===== src/rtl/calc_pkg.sv =====
// Shared types and constants for the calculator request arbiter slice.
package calc_pkg;

  localparam int unsigned A_W   = 4;
  localparam int unsigned B_W   = 4;
  localparam int unsigned RES_W = 8;
  localparam int unsigned OP_W  = 2;
  localparam int unsigned CNT_W = 4;

  localparam logic [OP_W-1:0] OP_ADD = 2'd0;
  localparam logic [OP_W-1:0] OP_SUB = 2'd1;
  localparam logic [OP_W-1:0] OP_MUL = 2'd2;
  localparam logic [OP_W-1:0] OP_AND = 2'd3;

  typedef enum logic [1:0] {
    StIdle,
    StLaunch,
    StWait,
    StResp
  } state_e;

endpackage


===== src/rtl/rr_arb2.sv =====
// Two-way round-robin grant; purely combinational, caller owns last_grant.
module rr_arb2 (
  input  logic valid0,
  input  logic valid1,
  input  logic last_grant,
  output logic grant_valid,
  output logic grant_id
);

  always_comb begin
    grant_valid = valid0 | valid1;
    // On a tie the requester that did not win last time goes next.
    grant_id    = (valid0 & valid1) ? ~last_grant : valid1;
  end

endmodule


===== src/rtl/calc_req_arbiter.sv =====
// Shares one calculator between two requesters, one transaction in flight,
// returning each result tagged with the owning requester's ID.
module calc_req_arbiter
  import calc_pkg::*;
#(
  parameter int unsigned CALC_LAT = 2
) (
  input  logic             clk,
  input  logic             rst,
  input  logic             req0_valid,
  output logic             req0_ready,
  input  logic [A_W-1:0]   req0_a,
  input  logic [B_W-1:0]   req0_b,
  input  logic [OP_W-1:0]  req0_op,
  input  logic             req1_valid,
  output logic             req1_ready,
  input  logic [A_W-1:0]   req1_a,
  input  logic [B_W-1:0]   req1_b,
  input  logic [OP_W-1:0]  req1_op,
  output logic [A_W-1:0]   calc_a,
  output logic [B_W-1:0]   calc_b,
  output logic [OP_W-1:0]  calc_op,
  output logic             calc_start,
  input  logic [RES_W-1:0] calc_result,
  output logic             rsp_valid,
  input  logic             rsp_ready,
  output logic             rsp_id,
  output logic [RES_W-1:0] rsp_result,
  output logic             busy
);

  localparam logic [CNT_W-1:0] LatM1 = CNT_W'(CALC_LAT - 1);

  state_e             state_q, state_d;
  logic [CNT_W-1:0]   cnt_q, cnt_d;
  logic               last_grant_q;
  logic [A_W-1:0]     calc_a_q;
  logic [B_W-1:0]     calc_b_q;
  logic [OP_W-1:0]    calc_op_q;
  logic               rsp_id_q;
  logic [RES_W-1:0]   rsp_result_q;
  logic               grant_valid, grant_id;
  logic               accept, capture;

  rr_arb2 u_rr_arb2 (
    .valid0      (req0_valid),
    .valid1      (req1_valid),
    .last_grant  (last_grant_q),
    .grant_valid (grant_valid),
    .grant_id    (grant_id)
  );

  always_comb begin
    state_d = state_q;
    cnt_d   = cnt_q;
    accept  = 1'b0;
    capture = 1'b0;
    unique case (state_q)
      StIdle: begin
        if (grant_valid) begin
          accept  = 1'b1;
          state_d = StLaunch;
        end
      end
      StLaunch: begin
        cnt_d   = LatM1;
        state_d = StWait;
      end
      StWait: begin
        if (cnt_q == '0) begin
          capture = 1'b1;
          state_d = StResp;
        end else begin
          cnt_d = cnt_q - 4'd1;
        end
      end
      StResp: begin
        if (rsp_ready) state_d = StIdle;
      end
      default: state_d = StIdle;
    endcase
  end

  always_ff @(posedge clk or posedge rst) begin
    if (rst) begin
      state_q      <= StIdle;
      cnt_q        <= '0;
      last_grant_q <= 1'b1;
      calc_a_q     <= '0;
      calc_b_q     <= '0;
      calc_op_q    <= '0;
      rsp_id_q     <= 1'b0;
      rsp_result_q <= '0;
    end else begin
      state_q <= state_d;
      cnt_q   <= cnt_d;
      if (accept) begin
        calc_a_q     <= grant_id ? req1_a  : req0_a;
        calc_b_q     <= grant_id ? req1_b  : req0_b;
        calc_op_q    <= grant_id ? req1_op : req0_op;
        rsp_id_q     <= grant_id;
        last_grant_q <= grant_id;
      end
      if (capture) rsp_result_q <= calc_result;
    end
  end

  always_comb begin
    req0_ready = (state_q == StIdle) & grant_valid & ~grant_id;
    req1_ready = (state_q == StIdle) & grant_valid & grant_id;
    calc_a     = calc_a_q;
    calc_b     = calc_b_q;
    calc_op    = calc_op_q;
    calc_start = (state_q == StLaunch);
    rsp_valid  = (state_q == StResp);
    rsp_id     = rsp_id_q;
    rsp_result = rsp_result_q;
    busy       = (state_q != StIdle);
  end

endmodule

===== config.mk =====
export PLATFORM = sky130hd
export DESIGN_NAME = calc_req_arbiter
export DESIGN_NICKNAME = d
export VERILOG_FILES = /design/src/rtl/calc_pkg.sv /design/src/rtl/rr_arb2.sv /design/src/rtl/calc_req_arbiter.sv
export SDC_FILE = /design/constraint.sdc
export NUM_CORES = 1
export LEC_CHECK = 0
export BUFFER_PORTS_ARGS = -buffer_cell sky130_fd_sc_hd__buf_2
export CORE_MARGIN = 3
export CORE_UTILIZATION = 35
export DETAILED_ROUTE_END_ITERATION = 8
export PLACE_DENSITY = 0.76
export SLEW_MARGIN = 20
export SYNTH_ARGS = -nofsm -noshare
export SYNTH_HDL_FRONTEND = slang
export SYNTH_HIERARCHICAL = 1
export SYNTH_SLANG_ARGS = --single-unit
export TNS_END_PERCENT = 5

===== constraint.sdc =====
create_clock -name clk -period 1.9 [get_ports clk]
set_clock_uncertainty 0.05 [all_clocks]
set_input_delay 0.095 -clock clk [delete_from_list [all_inputs] [get_ports clk]]
set_output_delay 0.095 -clock clk [all_outputs]
set_load 0.02 [all_outputs]

## Word-level counts from Yosys, hierarchy flattened

Cells that the tools add are included.
Widths: inputs -> output; s select.

| storage, ports and cells | value |
|---|---|
| logic and storage cells | 43 |
| bits in read-only memories | 0 |
| output and inout bits | 24 |
| memories kept | 0 |
| register bits after elaboration | 26 |
| latch bits | 0 |
| input bits | 33 |
| RAM bits | 0 |

| operators by class | value |
|---|---|
| $mul | 0 |
| order comparisons | 0 |
| equal/unequal tests | 7 |
| reduce and logical (&&, ||, !) cells | 6 |
| add/subtract/negate cells | 1 |
| shift-type cells | 0 |
| mux-type cells | 14 |
| div/mod/pow operators | 0 |
| bitwise logic cells | 7 |

Operator list:

| operator | count |
|---|---|
| $mux 4 | 3 |
| $mux 2 | 4 |
| $pmux 2 s4 | 1 |
| $pmux 4 s2 | 1 |
| $ne 2x2->1 const B | 3 |
| $mux 1 | 5 |
| $and 1x1->1 | 4 |
| $eq 2x2->1 const B | 2 |
| $logic_not 4->1 | 1 |
| $reduce_bool 2->1 | 2 |
| $sub 4x1->4 const B | 1 |
| $reduce_and 3->1 | 1 |
| $eq 2x1->1 const B | 1 |
| $logic_not 2->1 | 1 |
| $ne 2x1->1 const B | 1 |
| $not 1->1 | 2 |
| $reduce_and 2->1 | 1 |
| $or 1x1->1 | 1 |

## Depth between registers and ports, before layout

| depth | value |
|---|---|
| word-level depth | 4 |
| depth in mapped cells | 7 |

## Modules after synthesis

The synthesis kept the hierarchy.

Modules (own cells, without submodules):

| module | area each (um^2) | instances | cells each |
|---|---|---|---|
| calc_req_arbiter | 1248.7 | 1 | 113 |
| rr_arb2 | 13.8 | 1 | 2 |

## Worst setup path after synthesis

OpenSTA, ideal clock, no wires.

| timing path | value |
|---|---|
| path kind | reg2reg |
| start point | register cnt_q[0] |
| end point | register state_q[1] |
| cell stages (with the launch flop) | 6 |
| setup time | 0.127 ns |
| data arrival time | 1.623 ns |
| setup slack | 0.099 ns |
| buffers on the path | 0 |
| path through | dfrtp_1 -> inv_1 -> ha_1 -> or3b_1 -> a222oi_1 -> mux2_1 |

| between the ends | value |
|---|---|
| longest elaborated chain between the ends | 3 |

Ends and longest elaborated chain:

| item | RTL line | RTL |
|---|---|---|
| start: declaration | calc_req_arbiter.sv:35 | `logic [CNT_W-1:0] cnt_q, cnt_d;` |
| start signal: assignment | calc_req_arbiter.sv:96 | `cnt_q <= cnt_d;` |
| $logic_not 4->1 | calc_req_arbiter.sv:70 | `if (cnt_q == '0) begin` |
| $ne 2x2->1 (no line) | - |  |
| $reduce_and 3->1 (no line) | - |  |
| end signal: assignment | calc_req_arbiter.sv:86 | `state_q <= StIdle;` |
| end signal: assignment | calc_req_arbiter.sv:95 | `state_q <= state_d;` |
| end: declaration | calc_req_arbiter.sv:34 | `state_e state_q, state_d;` |

No other way between the ends.
A chain may end at the register's enable or synchronous reset.

## Worst setup path after layout

Same ends and word-level chain as after synthesis.

==> results.json <==
{
  "finalHoldViolations": 0,
  "synth_top_family_by_area": "multiplexers",
  "muxShareOfSynthArea": 0.183,
  "worst_ir_drop_vdd_uv": 597,
  "tritoncts.num_buffers": 3,
  "post-place-ws_ns": -0.0108,
  "synth_async_sr_flop_share": 1.00,
  "worstMarginPinSlew_ns": 0.494,
  "antenna_found_initial": 0,
  "worst_hold_slack_ns": 0.00878,
  "crit_type": "flip-flop to flip-flop",
  "finish.utilization": 0.532,
  "dr.pass1.iters": 6,
  "timing.critical_path.from_type": "flip-flop",
  "clock-sinks": 26,
  "layout-drive-gt1-share": 0.455,
  "chipHeight_um": 66.1,
  "clock_latency_ns": 0.31,
  "final_setup_viols": 1,
  "fp.dieArea_sq_um": 4360,
  "route.vias.total": 1080,
  "wirelength_um": 2810,
  "detail_route.iter0.violations": 62,
  "floorplan.core_area_sq_um": 3420,
  "hp-class": "input port to flip-flop",
  "synth_compound_gate_area_share": 0.0833,
  "ios": 57,
  "sequential_cell_area_sq_um": 652,
  "tritoncts": "yes",
  "netlist-cell-type-count": 26,
  "global_placer_s_final_weighted_congestion": 0.772,
  "arrival_ns": 2.09,
  "synth_enable_flop_cells": 0,
  "placement_rows": 21,
  "power_leakage_nw": 0.973,
  "synth.yosys.seq_area_share": 0.516,
  "max-cap-violations": 0,
  "hold-path-cell-count": 3,
  "outcome": "finished with violations",
  "layout_common_cells": "buf_2 (56), dfrtp_1 (25), nand2_1 (17), mux2i_1 (13)",
  "synth.net_count": 154,
  "flow.area_growth_from_synthesis_pct": 43.9,
  "multiInputGateArea_sq_um": 564,
  "synth_fa_ha_area_frac": 0.0595,
  "timing.critical_path.to_type": "flip-flop",
  "crit_required_ns": 2.06,
  "ys_seq_elements": 26,
  "vias_per_cell": 4.56,
  "rr_worst_depth": 5,
  "dp_hpwl_um": 2070,
  "synthesis.area_sq_um": 1260,
  "die_x_um": 66.1,
  "drt-wirelength-per-cell_um": 11.9,
  "synth.yosys.warnings": 6,
  "floorplan.initialDensity": 0.370,
  "drc_violation_count_after_routing": 0,
  "n_antenna_cell": 0,
  "grt_start_max_net_pins": 15,
  "clk_transition_reported_paths_ns": 0.14,
  "timing_max_transition_violations_final": 0,
  "nets": 231,
  "layout_worst_path_cycle_share": 1.01,
  "p_total_mw": 2.79,
  "fmax_ghz": 0.520,
  "clockRootBuffer": "clkbuf_4",
  "cts-htree-levels": 1,
  "netlist_instances": 115,
  "synth_simple_gate_area_share": 0.107,
  "synthesis.area_per_instance_sq_um": 11.0,
  "grtUsageTotal": 0.130,
  "violations": "negative setup slack",
  "via_count_of_the_first_global_routing_pass": 1065,
  "setup_total_neg_slack_ns": -0.0219,
  "power-per-cell-area_nw_per_um2": 1530,
  "grt_first_pass_wirelength_um": 4530,
  "slew-limit-headroom": 0.670,
  "final_common_cell": "buf_2",
  "filler_cell_count": 329,
  "final_period_minus_worst_setup_slack_ns": 1.92,
  "placement.io_buffers": 56,
  "fin_ws_ns": -0.0219,
  "critical_path_peak_fanout": 3,
  "yosys_most_used_dff": "dfrtp_1",
  "rsz_0062_raised_after_global_routing": "true",
  "grt_remaining_overflow": 0,
  "clockBufferDepth": 2,
  "detail-route-antenna-nets": 0,
  "synthXorXnorAreaFrac": 0
}
-- Yosys cell counts (2+ instances only) --
cell type,number,share of area
dfrtp_1,25,0.50
nand2_1,18,0.054
mux2i_1,13,0.10
inv_1,11,0.033
o21ai_0,11,0.044
mux2_2,8,0.071
ha_1,6,0.059
buf_2,3,0.012
clkbuf_1,2,0.0059
nor2_1,2,0.0059
-- logic make-up after synthesis --
group,Yosys count
simple gates,28
fa+ha+maj,6
flops,26
compound gates,17
mux,22
buf+inv,16
-- final timing paths --
check                                         start  slack [ns]                         to
setup / recovery               cnt_q[0]$_DFFE_PP0P_       -0.02     state_q[1]$_DFFE_PP0P_
hold / removal                            req0_a[1]       0.009      calc_a[1]$_DFFE_PP0P_
setup reg to reg               cnt_q[0]$_DFFE_PP0P_       -0.02     state_q[1]$_DFFE_PP0P_
min in group asynchronous                       rst        0.27     calc_op[1]$_DFFE_PP0P_
max in group asynchronous                       rst        0.97  rsp_result[2]$_DFFE_PP0P_
hold reg to reg            last_grant_q$_DFFE_PP1P_        0.42   last_grant_q$_DFFE_PP1P_
-- state kept, by name, summed over array words and instances (netlist names) --
name	cells
rsp_result	8
calc_b	4
state_q	2
calc_op	2
last_grant_q	1
cnt_q	4
rsp_id	1
calc_a	4
-- final cells by class --
type / count / share of cell area
clock buffer: 4 / 0.0200
inverter: 11 / 0.0227
multi-input combinational: 73 / 0.311
sequential: 26 / 0.359
tap: 46 / 0.0317
timing repair buffer: 77 / 0.256
-- per-stage QoR --
step | cell area [sq um] | instances
final | 1820 | 237
after global routing | 1820 | 237
after CTS | 1790 | 235
after detailed placement | 1620 | 218
after global placement | 1620 | 218
after floorplan | 1260 | 115
-- what timing repair did --
action	4_1_cts	5_1_grt
setup endpoints to repair	1	2
gates resized for setup	6	1
hold buffers	9	2
pin swaps	2	1
hold endpoints to repair	19	1
buffers inserted	4	0
cloned	0	0
-- where the power goes --
part | switching (mW) | internal (mW) | total [mW]
Sequential | 0.153 | 0.827 | 0.980
Combinational | 0.849 | 0.684 | 1.53
Clock | 0.158 | 0.117 | 0.275
Total | 1.16 | 1.63 | 2.79
-- worst max-delay path, cell delays in order (launching register included) --
cell and delay, ns:
dfrtp_1 0.43, inv_2 0.09, ha_4 0.13, or3b_4 0.38
a222oi_1 0.36, mux2_2 0.40
-- routing by layer --
| metal | wire, um | part of all wire | track usage | vias up |
|---|---|---|---|---|
| li1 | - | - | - | 542 |
| met1 | 1130 | 0.40 | 0.148 | 495 |
| met2 | 1430 | 0.51 | 0.247 | 41 |
| met3 | 229 | 0.081 | 0.0306 | 2 |
| met4 | 20 | 0.0071 | 0.0254 | 0 |
| met5 | 0 | 0 | 0 | - |
Power figures use the tool's default switching activity.
